### src/rtl/parking_lane_scheduler.sv
// rtl/parking_lane_scheduler.sv - round-robin gate-lane arbiter owning the parking slot map and door sequencing
// Optional build macro PARK_EXIT_PRIORITY_EN: pending exit requests win arbitration over entries.
module parking_lane_scheduler #(
    parameter int NUM_LANES   = 4,
    parameter int SLOTS       = 4,
    parameter int DOOR_CYCLES = 3
) (
    input  logic                   clk,
    input  logic                   reset,
    input  logic [NUM_LANES-1:0]   req_valid,
    input  logic [NUM_LANES-1:0]   req_exit,
    input  logic [2*NUM_LANES-1:0] req_slot,
    output logic [NUM_LANES-1:0]   resp_valid,
    output logic                   resp_ok,
    output logic [1:0]             resp_slot,
    output logic                   door_open,
    output logic                   full_light,
    output logic [SLOTS-1:0]       occupancy,
    output logic [2:0]             free_count
);
    localparam int LW = (NUM_LANES > 1) ? $clog2(NUM_LANES) : 1;
    localparam int CW = $clog2(DOOR_CYCLES + 1);

    typedef enum logic [1:0] {IDLE, EXEC, DOOR} state_e;

    state_e           state_q, state_d;
    logic [LW-1:0]    rr_q, rr_d, lane_q, lane_d;
    logic             exit_q, exit_d;
    logic [1:0]       slot_q, slot_d;
    logic [SLOTS-1:0] occ_q, occ_d;
    logic [2:0]       free_q, free_d;
    logic             full_q, full_d;
    logic [CW-1:0]    door_cnt_q, door_cnt_d;

    logic [NUM_LANES-1:0] cand;
    logic                 grant_any;
    logic [LW-1:0]        grant_lane;
    logic [LW-1:0]        scan_idx;
    logic                 exec_ok;
    logic [1:0]           exec_slot;
    logic [SLOTS-1:0]     exec_occ;

    function automatic logic [2:0] free_of(input logic [SLOTS-1:0] occ);
        logic [2:0] n;
        n = 3'(SLOTS);
        for (int s = 0; s < SLOTS; s++) begin
            if (occ[s]) n = n - 3'd1;
        end
        return n;
    endfunction

    // Round-robin scan starting at the pointer; exits form a higher-priority group when enabled.
    always_comb begin
`ifdef PARK_EXIT_PRIORITY_EN
        cand = ((req_valid & req_exit) != '0) ? (req_valid & req_exit) : req_valid;
`else
        cand = req_valid;
`endif
        grant_any  = 1'b0;
        grant_lane = '0;
        scan_idx   = '0;
        for (int k = 0; k < NUM_LANES; k++) begin
            scan_idx = LW'((int'(rr_q) + k) % NUM_LANES);
            if (!grant_any && cand[scan_idx]) begin
                grant_any  = 1'b1;
                grant_lane = scan_idx;
            end
        end
    end

    // Outcome of the latched request against the current slot map.
    always_comb begin
        exec_ok   = 1'b0;
        exec_slot = 2'd0;
        exec_occ  = occ_q;
        for (int s = 0; s < SLOTS; s++) begin
            if (exit_q) begin
                if (slot_q == 2'(s) && occ_q[s]) begin
                    exec_ok     = 1'b1;
                    exec_slot   = 2'(s);
                    exec_occ[s] = 1'b0;
                end
            end else if (!exec_ok && !occ_q[s]) begin
                exec_ok     = 1'b1;
                exec_slot   = 2'(s);
                exec_occ[s] = 1'b1;
            end
        end
    end

    always_ff @(posedge clk or negedge reset) begin
        if (!reset) begin
            state_q    <= IDLE;
            rr_q       <= '0;
            lane_q     <= '0;
            exit_q     <= 1'b0;
            slot_q     <= 2'd0;
            occ_q      <= '0;
            free_q     <= 3'(SLOTS);
            full_q     <= 1'b0;
            door_cnt_q <= '0;
        end else begin
            state_q    <= state_d;
            rr_q       <= rr_d;
            lane_q     <= lane_d;
            exit_q     <= exit_d;
            slot_q     <= slot_d;
            occ_q      <= occ_d;
            free_q     <= free_d;
            full_q     <= full_d;
            door_cnt_q <= door_cnt_d;
        end
    end

    always_comb begin
        state_d    = state_q;
        rr_d       = rr_q;
        lane_d     = lane_q;
        exit_d     = exit_q;
        slot_d     = slot_q;
        occ_d      = occ_q;
        door_cnt_d = door_cnt_q;
        case (state_q)
            IDLE: begin
                if (grant_any) begin
                    state_d = EXEC;
                    lane_d  = grant_lane;
                    for (int l = 0; l < NUM_LANES; l++) begin
                        if (grant_lane == LW'(l)) begin
                            exit_d = req_exit[l];
                            slot_d = req_slot[2*l +: 2];
                        end
                    end
                end
            end
            EXEC: begin
                rr_d  = (lane_q == LW'(NUM_LANES - 1)) ? '0 : lane_q + LW'(1);
                occ_d = exec_occ;
                if (exec_ok) begin
                    state_d    = DOOR;
                    door_cnt_d = CW'(DOOR_CYCLES - 1);
                end else begin
                    state_d = IDLE;
                end
            end
            DOOR: begin
                if (door_cnt_q == '0) state_d = IDLE;
                else                  door_cnt_d = door_cnt_q - CW'(1);
            end
            default: state_d = IDLE;
        endcase
        free_d = free_of(occ_d);
        full_d = &occ_d;
    end

    always_comb begin
        resp_valid = '0;
        for (int l = 0; l < NUM_LANES; l++) begin
            resp_valid[l] = (state_q == EXEC) && (lane_q == LW'(l));
        end
        resp_ok   = (state_q == EXEC) && exec_ok;
        resp_slot = ((state_q == EXEC) && exec_ok) ? exec_slot : 2'd0;
        door_open = (state_q == DOOR);
    end

    assign occupancy  = occ_q;
    assign free_count = free_q;
    assign full_light = full_q;
endmodule

### config.mk
export PLATFORM = sky130hd
export DESIGN_NAME = parking_lane_scheduler
export DESIGN_NICKNAME = d
export VERILOG_FILES = /design/src/rtl/parking_lane_scheduler.sv
export SDC_FILE = /design/constraint.sdc
export NUM_CORES = 1
export LEC_CHECK = 0
export BUFFER_PORTS_ARGS = -buffer_cell sky130_fd_sc_hd__clkbuf_2
export CELL_PAD_IN_SITES_DETAIL_PLACEMENT = 0
export CELL_PAD_IN_SITES_GLOBAL_PLACEMENT = 1
export CORE_MARGIN = 10
export CORE_UTILIZATION = 40
export DETAILED_ROUTE_END_ITERATION = 16
export PLACE_DENSITY = 0.84
export SLEW_MARGIN = 10
export SYNTH_ARGS = -nofsm -noshare
export SYNTH_HDL_FRONTEND = slang
export SYNTH_SLANG_ARGS = --single-unit
### constraint.sdc
create_clock -name clk -period 2.42 [get_ports clk]
set_input_delay 0.121 -clock clk [delete_from_list [all_inputs] [get_ports clk]]
set_output_delay 0.121 -clock clk [all_outputs]
set_load 0.01 [all_outputs]
After elaboration in Yosys (flattened, before gate mapping)
Index checks and enable logic that the tools add are counted.
- flip-flop bits (word level): 19
- input bits: 18
- output and inout port bits: 16
- word-level logic and storage cells: 142
- add/subtract/negate cells: 8
- $lt $le $gt $ge: 4
- eq/ne operators: 15
- mux-type cells: 70
- reductions and logical operators: 36
- operators with widths (operator ; count):
    2-bit 2-to-1 mux ; 22
    1-bit 2-to-1 mux ; 37
    1-bit logical AND ; 15
    2-bit == test, second input constant ; 7
    2-bit by 3-bit less-than comparator with 1-bit output, second input constant ; 4
    3-bit 2-to-1 mux ; 4
    2-bit logical NOT ; 5
    1-bit logical NOT ; 9
    3-bit by 1-bit subtractor with 3-bit output, second input constant ; 3
    1-bit binary-select mux with 2-bit select ; 4
    2-bit by 1-bit == test with 1-bit output, second input constant ; 4
    2-bit inequality test, second input constant ; 3
    2-bit one-hot mux with 3 select lines ; 1
    3-bit AND reduction ; 2
    2-bit by 1-bit adder with 2-bit output, second input constant ; 2
    2-bit adder, second input constant ; 2
    4-bit 2-to-1 mux ; 1
    2-bit one-hot mux with 2 select lines ; 1
    2-bit AND reduction ; 2
    4-bit AND reduction ; 1
    4-bit nonzero test ; 1
    2-bit by 1-bit inequality test with 1-bit output, second input constant ; 1
    2-bit nonzero test ; 1
    2-bit by 1-bit subtractor with 2-bit output, second input constant ; 1

Longest topological paths before layout
Gate-level depths: netlist of run 1.
- depth after elaboration: 24
- gate-level depth with buffers: 12
- gate-level depth less buffers: 11

Worst setup path before layout of run 1
No wires, ideal clock.
- path kind: flip-flop to flip-flop
- start point: register state_q[1]
- end point: register free_q[2], in the netlist free_count[2]
- setup time: 0.075 ns
- arrival time: 2.116 ns
- data required time: 2.345 ns
- slack: 0.229 ns
- cell stages (with the launch flop): 13
- path buffers: 1
- clock period less this slack: 2.191 ns
- path through: dfrtp_1 > inv_1 > ha_1 > clkbuf_1 > nand3b_1 > nand2_1 > a21o_1 > inv_1 > ha_1 > mux2_2 > ha_1 > nand2_1 > xnor2_1
- elaborated cells on any way between the ends: 9
- those cells by class: 3 x add/sub; 1 x eq/ne; 5 x mux
- RTL lines (element ; RTL line ; text):
    start: declaration ; 26 ; state_e state_q, state_d;
    start signal: assignment ; 103 ; state_q <= state_d;
    2-bit by 1-bit == test with 1-bit output (*) ; 123 ; case (state_q)
    4-bit 2-to-1 mux (*) ; 123 ;
    named net occ_d[1] ; 30 ; logic [SLOTS-1:0] occ_q, occ_d;
    3-bit 2-to-1 mux (*) ; 47 ; if (occ[s]) n = n - 3'd1;
    3-bit by 1-bit subtractor with 3-bit output ; 47 ;
    3-bit 2-to-1 mux (*) ; 47 ;
    3-bit by 1-bit subtractor with 3-bit output ; 47 ;
    3-bit 2-to-1 mux (*) ; 47 ;
    named net free_d[2] ; 31 ; logic [2:0] free_q, free_d;
    end signal: assignment ; 99 ; free_q <= 3'(SLOTS);
    end signal: assignment ; 109 ; free_q <= free_d;
    end: declaration ; 31 ;
Mark *: on every way through the listed nets, which the timed path passes. The rest lies on a longest branch.
A chain may end at the register's enable or synchronous reset.

Worst setup path in the final report of run 1
- start point: register state_q[1]
- end point: register free_q[2], in the netlist free_count[2]
- cells in the longest elaborated chain, start to end: 9
- RTL lines (element ; RTL line):
    2-bit by 1-bit == test with 1-bit output (*) ; 123
    4-bit 2-to-1 mux (*) ; 123
    named net occ_d[0] ; 30
    3-bit 2-to-1 mux (*) ; 47
    3-bit by 1-bit subtractor with 3-bit output ; 47
    3-bit 2-to-1 mux (*) ; 47
    3-bit by 1-bit subtractor with 3-bit output ; 47
    3-bit 2-to-1 mux (*) ; 47
    3-bit by 1-bit subtractor with 3-bit output ; 47
    3-bit 2-to-1 mux (*) ; 47
    named net free_d[2] ; 31
Marks and branches as above.

==> impl_metrics.env, run 1 <==
export IMPL_synth_compound_area_frac=0.258
export IMPL_diodes=0
export IMPL_rrSetupSlack_ns=0.20
export IMPL_synth_commonest_cells="dfrtp_1 (18), inv_1 (14), nand2_1 (13), a21oi_1 (12), ha_1 (12)"
export IMPL_status="completed"
export IMPL_dr_pass1_iters=5
export IMPL_die_y_um=79.0
export IMPL_ant_nets=0
export IMPL_num_rows=21
export IMPL_wire_per_inst_um=14.9
export IMPL_synthToLayoutAreaGrowth_pct=17.7
export IMPL_cp_max_fo=6
export IMPL_timing_fmax_mhz=451
export IMPL_synthMuxAreaShare=0.0637
export IMPL_period_share=0.917
export IMPL_grt_overflow=0
export IMPL_required_ns=2.66
export IMPL_max_clock_path_buffers=2
export IMPL_clk_latency_ns=0.30
export IMPL_synthAdderAreaFrac=0.122
export IMPL_powerDensity_mw_per_mm2=1330
export IMPL_grt_usage=0.110
export IMPL_drive_above_1_share=0.297
export IMPL_place_congestion=0.821
export IMPL_power_leakage_nw=0.794
export IMPL_netlist_area_leader_share=0.323
export IMPL_die_area_mm2=0.00625
export IMPL_drc=0
export IMPL_grt_antenna_before_repair=0
export IMPL_min_delay_start="req_slot[0]"
export IMPL_core_area_mm2=0.00336
export IMPL_drt_iter0_drc=92
export IMPL_synth_top_family_by_area="compound AO/OA/AOI/OAI gates"
export IMPL_rr_startpoint="state_q[1]$_DFFE_PN0P_"
export IMPL_ys_warn_count=0
export IMPL_ys_seq_elements=19
export IMPL_grt_max_degree=20
export IMPL_worst_pin_slew_ns=0.483
export IMPL_crit_arrival_ns=2.46
export IMPL_clock_sinks=19
export IMPL_final_area_mm2=0.00164
export IMPL_finalSetupTns_ns=0
export IMPL_synth_largest_area_cell="dfrtp_1"
export IMPL_synth_cell_type_count=43
export IMPL_placed_cell_area_mm2=0.00158
export IMPL_min_to="slot_q[0]$_DFFE_PN0P_"
export IMPL_post_dp_hpwl_mm=2.65
export IMPL_final_hold_viol_count=0
export IMPL_cts_tree="yes"
export IMPL_yosys_area_share_simple=0.135
export IMPL_cts_inserted_buffers=3
export IMPL_seq_area_frac_synth=0.342
export IMPL_grt_pass1_vias=1269
export IMPL_finalMaxSlewViolations=0
export IMPL_min_period_ns=2.22
export IMPL_clkTransAtPathRegs_ns=0.11
export IMPL_fillers=351
export IMPL_root_buffer="clkbuf_4"
export IMPL_dieWidth_um=79.0
export IMPL_syn_inst=149
export IMPL_worst_ir_drop_vdd_uv=509
export IMPL_viasPerCell=5.41
export IMPL_reg2reg_depth=11
export IMPL_power_w=0.00218
export IMPL_syn_nets=180
export IMPL_cap_viol_max_count=0
export IMPL_syn_area_per_cell_um2=9.35
export IMPL_vias=1234
export IMPL_synthArstFlopShare=1.00
export IMPL_htreeDepth=1
export IMPL_reg2reg_to="free_count[2]$_DFF_PN1_"
export IMPL_synth_area_leaders="dfrtp_1 (32%), ha_1 (11%), mux2_2 (5.7%)"
export IMPL_start_util=0.414
export IMPL_cp_end_kind="register"
export IMPL_syn_area_mm2=0.00139
export IMPL_layout_nets=214
export IMPL_crit_type="reg -> reg"
export IMPL_synth_edf_count=0
export IMPL_hold_path_class="in -> reg"
export IMPL_drt_wl_total_mm=3.39
export IMPL_clock_skew_ns=0.00167
export IMPL_synth_most_common_cell="dfrtp_1"
export IMPL_holdWs_ns=0.179
export IMPL_synth_xor_area_share=0.0126
export IMPL_slew_headroom=0.677
export IMPL_ys_flop_type="dfrtp_1"
export IMPL_ioPinCount=34
export IMPL_grt_pass1_wl_mm=5.72
export IMPL_setup_viol=0
export IMPL_hold_path_depth=3
export IMPL_port_buffers=33
export IMPL_start_kind="register"
export IMPL_rsz0062_at_grt="no"
## flip-flops by register name (all words and copies together) (netlist names)
| register | flops |
|---|---|
| state_q | 2 |
| rr_q | 2 |
| door_cnt_q | 2 |
| lane_q | 2 |
| exit_q | 1 |
| full_light | 1 |
| slot_q | 2 |
| free_count | 3 |
| occupancy | 4 |
## worst max-delay path by stage
stage,cells past startpoint,end,from
after floorplan,12,free_count[2]$_DFF_PN1_,state_q[1]$_DFFE_PN0P_
after global placement,11,free_count[2]$_DFF_PN1_,state_q[1]$_DFFE_PN0P_
after detailed placement,11,free_count[2]$_DFF_PN1_,state_q[1]$_DFFE_PN0P_
after CTS,11,free_count[2]$_DFF_PN1_,state_q[1]$_DFFE_PN0P_
after global routing,10,free_count[2]$_DFF_PN1_,state_q[1]$_DFFE_PN0P_
final,11,free_count[2]$_DFF_PN1_,state_q[1]$_DFFE_PN0P_
## cells by family after synthesis
group,count (synthesis)
simple gates,37
buf+inv,21
fa+ha+maj,13
xor+xnor,2
compound gates,49
flops,19
mux,8
## report_power, final
| group | internal, W | switching, W | total [W] |
|---|---|---|---|
| sequential | 0.000475 | 0.000219 | 0.000695 |
| combinational | 0.000619 | 0.000705 | 0.00132 |
| clock | 0.0000616 | 0.000103 | 0.000165 |
| total | 0.00116 | 0.00103 | 0.00218 |
## routing by layer
layer	global-route usage	up-vias	wire, µm
met5	0	-	0
met4	0.0520	0	48
met3	0.0248	7	215
met2	0.184	58	1660
met1	0.129	570	1470
li1	-	599	-
## worst max-delay path: stages (launching register included)
cell	delay [ns]
dfrtp_1	0.41
inv_1	0.08
ha_2	0.22
inv_1	0.11
o31ai_2	0.19
o21a_2	0.21
inv_1	0.06
ha_1	0.20
mux2_2	0.28
ha_1	0.20
nand2_1	0.07
xnor2_1	0.12
## timing repair
item                                   in CTS  in global routing
hold buffers                                1                  0
setup buffers                               0                  1
setup endpoints to repair                   0                  1
resized for setup                           0                  4
endpoints found under the hold margin      18                  0
## through the flow
step | util | worst slack [ns] | cells
after floorplan | - | 0.229 | 149
after global placement | 0.471 | 0.183 | 222
after detailed placement | 0.471 | 0.0969 | 222
after CTS | 0.482 | 0.0616 | 227
after global routing | 0.488 | 0.0511 | 228
final | 0.488 | 0.201 | 228
## placed cells by master (no fill, tap or decap), types with 4 or more instances in the layout
cell type,n
a21oi_1,11
nand2_1,13
nand3_1,5
mux2_2,7
a221o_1,4
inv_1,14
and2_1,4
o21ai_0,10
clkbuf_2,33
ha_1,11
dfrtp_1,18
## final cells by class
type                            instances  area, µm²  area share
Multi-Input combinational cell        109        836       0.510
Sequential cell                        19        477       0.291
Timing Repair Buffer                   36        190       0.116
Tap cell                               46       57.6      0.0351
Inverter                               14       52.6      0.0320
Clock buffer                            3       22.5      0.0137
Clock inverter                          1       5.00     0.00305
Power figures use the tool's default switching activity.
==> run 2, diff against run 1 <==
==> constraint.sdc (replaced) <==
create_clock -name clk -period 2.4 [get_ports clk]
set_input_delay 0.12 -clock clk [delete_from_list [all_inputs] [get_ports clk]]
set_output_delay 0.12 -clock clk [all_outputs]
set_load 0.01 [all_outputs]
==> run 2 against run 1 <==
Combinational power about the same. Die area unchanged. Clock skew about the same. Via count decreased by 0.73%. Critical path type unchanged. Total power decreased by 0.77%. First-iteration DRC count decreased by 13%. Clock power about the same. Register-to-register slack got worse by 0.04 ns. Maximum frequency decreased by 0.68%. Flip-flop and latch count unchanged.
==> impl_metrics.env, run 2 (same netlist as run 1, synthesis figures left out) <==
export IMPL_status="completed"
export IMPL_synthToLayoutAreaGrowth_pct=17.3
export IMPL_clk_latency_ns=0.30
export IMPL_cap_viol_max_count=0
export IMPL_rsz0062_at_grt="no"
export IMPL_num_rows=21
export IMPL_root_buffer="clkbuf_4"
export IMPL_power_leakage_nw=0.792
export IMPL_ant_nets=0
export IMPL_core_area_mm2=0.00336
export IMPL_drive_above_1_share=0.291
export IMPL_crit_arrival_ns=2.47
export IMPL_cts_inserted_buffers=3
export IMPL_grt_pass1_wl_mm=5.49
export IMPL_min_delay_start="req_slot[0]"
export IMPL_required_ns=2.64
export IMPL_grt_antenna_before_repair=0
export IMPL_ff_latch_area_um2=477
export IMPL_start_kind="register"
export IMPL_powerDensity_mw_per_mm2=1320
export IMPL_grt_use_met3=0.0270
export IMPL_ioPinCount=34
export IMPL_start_util=0.414
export IMPL_reg2reg_depth=11
export IMPL_die_area_mm2=0.00625
export IMPL_placed_cells=223
export IMPL_clkTransAtPathRegs_ns=0.11
export IMPL_worst_pin_slew_ns=0.469
export IMPL_dieWidth_um=79.0
export IMPL_setup_viol=0
export IMPL_place_congestion=0.826
export IMPL_final_hold_viol_count=0
export IMPL_viasPerCell=5.37
export IMPL_cp_max_fo=6
export IMPL_placed_cell_area_mm2=0.00159
export IMPL_grt_max_degree=20
export IMPL_fin_cells=228
export IMPL_htreeDepth=1
export IMPL_drt_iter0_drc=80
export IMPL_grt_overflow=0
export IMPL_min_period_ns=2.23
export IMPL_clock_skew_ns=0.00204
export IMPL_met2_usage=0.182
export IMPL_drc=0
export IMPL_clock_sinks=19
export IMPL_crit_type="reg -> reg"
export IMPL_period_share=0.931
export IMPL_timing_fmax_mhz=448
export IMPL_slew_headroom=0.686
export IMPL_vias=1225
export IMPL_holdWs_ns=0.175
export IMPL_cp_end_kind="register"
export IMPL_drt_wl_total_mm=3.25
export IMPL_dr_pass1_iters=4
export IMPL_use_met1=0.117
export IMPL_layout_cells_most_common="clkbuf_2"
export IMPL_final_area_mm2=0.00164
export IMPL_port_buffers=33
export IMPL_die_y_um=79.0
export IMPL_post_dp_hpwl_mm=2.65
export IMPL_wire_per_inst_um=14.2
export IMPL_largest_reg_flops=4
export IMPL_max_clock_path_buffers=2
export IMPL_multi_input_area_um2=831
export IMPL_finalMaxSlewViolations=0
export IMPL_layout_nets=214
export IMPL_critPathCapture="free_count[2]$_DFF_PN1_"
export IMPL_cts_tree="yes"
export IMPL_grt_pass1_vias=1244
export IMPL_diodes=0
export IMPL_rrSetupSlack_ns=0.17
export IMPL_crit_path_start="state_q[1]$_DFFE_PN0P_"
export IMPL_top_usage_layer="met2"
export IMPL_hold_path_class="in -> reg"
export IMPL_rr_startpoint="state_q[1]$_DFFE_PN0P_"
export IMPL_finalSetupTns_ns=0
export IMPL_grt_usage=0.105
export IMPL_worst_ir_drop_vdd_uv=562
export IMPL_reg2reg_to="free_count[2]$_DFF_PN1_"
export IMPL_layout_common_cells="clkbuf_2 (33), dfrtp_1 (18), inv_1 (14)"
export IMPL_fillers=344
[run 2: per-stage QoR]
stage | util | total power (W) | setup WS, ns
after detailed placement | 0.473 | 0.00200 | 0.129
after global placement | 0.473 | 0.00193 | 0.214
after floorplan | - | 0.00164 | 0.209
after global routing | 0.486 | 0.00238 | 0.00129
after CTS | 0.484 | 0.00217 | 0.0937
final | 0.486 | 0.00217 | 0.166
[run 2: timing repair]
action | 4_1_cts | 5_1_grt
hold buffers | 1 | 0
hold endpoints to repair | 18 | 0
buffers inserted | 0 | 0
gates resized for setup | 0 | 3
setup endpoints to repair | 0 | 1
[run 2: layer usage]
metal / vias up / wire length, µm
met4: 0 / 29
met5: - / 0
met2: 42 / 1590
met3: 4 / 223
met1: 579 / 1400
li1: 600 / -
[run 2: critical path, cell delays in order (launching register included)]
cell     delay (ns)
dfrtp_1        0.41
inv_1          0.08
ha_2           0.23
inv_1          0.07
o31ai_1        0.21
o21a_2         0.23
inv_1          0.08
ha_1           0.20
mux2_2         0.28
ha_1           0.20
nand2_1        0.07
xnor2_1        0.12
[run 2: area by class of cell]
class / instances / share of cell area
inverters: 14 / 0.0321
multi-input cells: 109 / 0.508
well taps: 46 / 0.0352
flip-flops and latches: 19 / 0.292
repair buffers: 36 / 0.116
clock inverters: 1 / 0.00306
clock buffers: 3 / 0.0138
[run 2: how the worst min path moves through the flow]
stage,endpoint,cells past startpoint,slack (ns)
2_1_floorplan,door_cnt_q[0]$_DFFE_PN0P_,0,-0.18
4_1_cts,slot_q[0]$_DFFE_PN0P_,3,0.16
3_3_place_gp,lane_q[0]$_DFFE_PN0P_,1,0.09
3_5_place_dp,rr_q[1]$_DFFE_PN0P_,1,0.1
5_1_grt,slot_q[1]$_DFFE_PN0P_,3,0.19
6_report,slot_q[0]$_DFFE_PN0P_,3,0.17
[run 2: power breakdown]
part	internal, W	switching, W	leakage, nW
logic	0.000614	0.000694	0.545
clock network	0.0000622	0.000105	0.0177
registers	0.000479	0.000213	0.229
==> run 3, diff against run 2 <==
--- a/config.mk
+++ b/config.mk
@@ -8,7 +8,6 @@
 export BUFFER_PORTS_ARGS = -buffer_cell sky130_fd_sc_hd__clkbuf_2
 export CELL_PAD_IN_SITES_DETAIL_PLACEMENT = 0
 export CELL_PAD_IN_SITES_GLOBAL_PLACEMENT = 1
-export CORE_MARGIN = 10
 export CORE_UTILIZATION = 40
 export DETAILED_ROUTE_END_ITERATION = 16
 export PLACE_DENSITY = 0.84
==> run 3 against run 2 <==
Final area up 0.61%. Highest routed layer is now met3. Count of clock-buffer cells in the layout unchanged. Flip-flop and latch count unchanged. Die area decreased by 40%.
==> impl_metrics.env, run 3 (same netlist as run 1, synthesis figures left out) <==
export IMPL_cp_max_fo=6
export IMPL_drt_wl_total_mm=3.00
export IMPL_max_clock_path_buffers=2
export IMPL_setup_viol=0
export IMPL_clock_skew_ns=0.000582
export IMPL_clkTransAtPathRegs_ns=0.11
export IMPL_drive_above_1_share=0.291
export IMPL_powerDensity_mw_per_mm2=1330
export IMPL_htreeDepth=1
export IMPL_grt_pass1_vias=1152
export IMPL_die_area_mm2=0.00372
export IMPL_clk_latency_ns=0.29
export IMPL_grt_pass1_wl_mm=4.98
export IMPL_grt_overflow=0
export IMPL_start_kind="register"
export IMPL_root_buffer="clkbuf_4"
export IMPL_worst_pin_slew_ns=0.500
export IMPL_largest_reg_flops=4
export IMPL_num_rows=21
export IMPL_crit_family="adder cells"
export IMPL_grt_max_degree=20
export IMPL_required_ns=2.63
export IMPL_reg2reg_depth=9
export IMPL_period_share=0.915
export IMPL_crit_type="reg -> reg"
export IMPL_finalSetupTns_ns=0
export IMPL_fin_ws_ns=0.205
export IMPL_dr_pass1_iters=4
export IMPL_wire_per_inst_um=13.1
export IMPL_crit_slowest_cell="fa_1"
export IMPL_hold_path_depth=3
export IMPL_layout_cells_most_common="clkbuf_2"
export IMPL_drt_iter0_drc=73
export IMPL_crit_arrival_ns=2.42
export IMPL_final_hold_viol_count=0
export IMPL_post_dp_hpwl_mm=2.35
export IMPL_rrSetupSlack_ns=0.20
export IMPL_cts_setup_buffers=0
export IMPL_cts_inserted_buffers=3
export IMPL_clock_sinks=19
export IMPL_cp_cell_sequence="inv_1 -> ha_4 -> inv_1 -> buf_4 -> o21a_2 -> fa_1 -> ha_1 -> nand2_1 -> xnor2_1"
export IMPL_diodes=0
export IMPL_grt_antenna_before_repair=0
export IMPL_vias=1228
export IMPL_place_congestion=0.833
export IMPL_cp_end_kind="register"
export IMPL_hold_path_class="in -> reg"
export IMPL_slew_headroom=0.666
export IMPL_dieWidth_um=61.0
export IMPL_timing_fmax_mhz=455
export IMPL_min_delay_start="req_exit[1]"
export IMPL_die_y_um=61.0
export IMPL_ioPinCount=34
export IMPL_post_place_ws_ns=0.102
export IMPL_fillers=328
export IMPL_layout_common_cells="clkbuf_2 (33), dfrtp_1 (18), inv_1 (14)"
export IMPL_min_to="exit_q$_DFFE_PN0P_"
export IMPL_layout_nets=214
export IMPL_start_util=0.418
export IMPL_min_period_ns=2.20
export IMPL_crit_buf_inv=3
export IMPL_synthToLayoutAreaGrowth_pct=18.0
export IMPL_cts_tree="yes"
export IMPL_cap_viol_max_count=0
export IMPL_rr_startpoint="state_q[1]$_DFFE_PN0P_"
export IMPL_rsz0062_at_grt="no"
export IMPL_status="completed"
export IMPL_core_area_mm2=0.00334
export IMPL_reg2reg_to="free_count[2]$_DFF_PN1_"
export IMPL_crit_top_cell="inv_1"
export IMPL_ant_nets=0
export IMPL_finalMaxSlewViolations=0
export IMPL_viasPerCell=5.39
export IMPL_grt_usage=0.175
export IMPL_worst_ir_drop_vdd_uv=516
export IMPL_power_leakage_nw=0.794
export IMPL_critical_path_max_stage_delay_ns=0.60
export IMPL_drc=0
export IMPL_port_buffers=33
-- run 3: through the flow --
step,cell area [µm²],util,hold slack (ns),std cells,total power (W)
4_1_cts,1630,0.488,0.179,228,0.00216
5_1_grt,1650,0.493,0.177,228,0.00242
6_report,1650,0.493,0.184,228,0.00218
2_1_floorplan,1390,-,-0.176,149,0.00164
3_3_place_gp,1590,0.477,0.0926,223,0.00191
3_5_place_dp,1590,0.477,0.0966,223,0.00200
-- run 3: final cells by class --
class / instances / area [µm²] / share of cell area
multi-input cells: 109 / 841 / 0.511
flip-flops and latches: 19 / 477 / 0.290
clock inverters: 1 / 5.00 / 0.00304
inverters: 14 / 52.6 / 0.0319
clock buffers: 3 / 22.5 / 0.0137
repair buffers: 36 / 190 / 0.116
well taps: 46 / 57.6 / 0.0350
-- run 3: routing by layer --
metal / GRT usage / vias to the layer above / share of wire
li1: - / 599 / -
met1: 0.232 / 594 / 0.45
met2: 0.307 / 35 / 0.51
met5: 0 / - / 0
met3: 0.0147 / 0 / 0.041
met4: 0.0455 / 0 / 0
-- run 3: worst max path at each step --
| stage | from | to | slack, ns | cells past startpoint |
|---|---|---|---|---|
| after global routing | state_q[1]$_DFFE_PN0P_ | free_count[2]$_DFF_PN1_ | 0.05 | 11 |
| after global placement | state_q[1]$_DFFE_PN0P_ | free_count[2]$_DFF_PN1_ | 0.22 | 11 |
| after floorplan | state_q[1]$_DFFE_PN0P_ | free_count[2]$_DFF_PN1_ | 0.21 | 12 |
| after CTS | state_q[1]$_DFFE_PN0P_ | free_count[2]$_DFF_PN1_ | 0.06 | 11 |
| after detailed placement | state_q[1]$_DFFE_PN0P_ | free_count[2]$_DFF_PN1_ | 0.10 | 11 |
| final | state_q[1]$_DFFE_PN0P_ | free_count[2]$_DFF_PN1_ | 0.20 | 9 |
-- run 3: timing repair --
action,CTS,global route
setup endpoints to repair,0,1
hold buffers,1,0
resized for setup,0,4
endpoints found under the hold margin,18,0
-- run 3: worst min-delay path, stage by stage --
cell and delay [ns]:
clkbuf_2 0.07, mux2_2 0.13, a221o_1 0.12
-- run 3: report_power, final --
part           total, W  internal (W)  leakage [nW]  switching [W]
logic           0.00132      0.000623         0.547       0.000700
clock network  0.000160     0.0000619        0.0177      0.0000980
registers      0.000699      0.000479         0.229       0.000220
total           0.00218       0.00116         0.794        0.00102
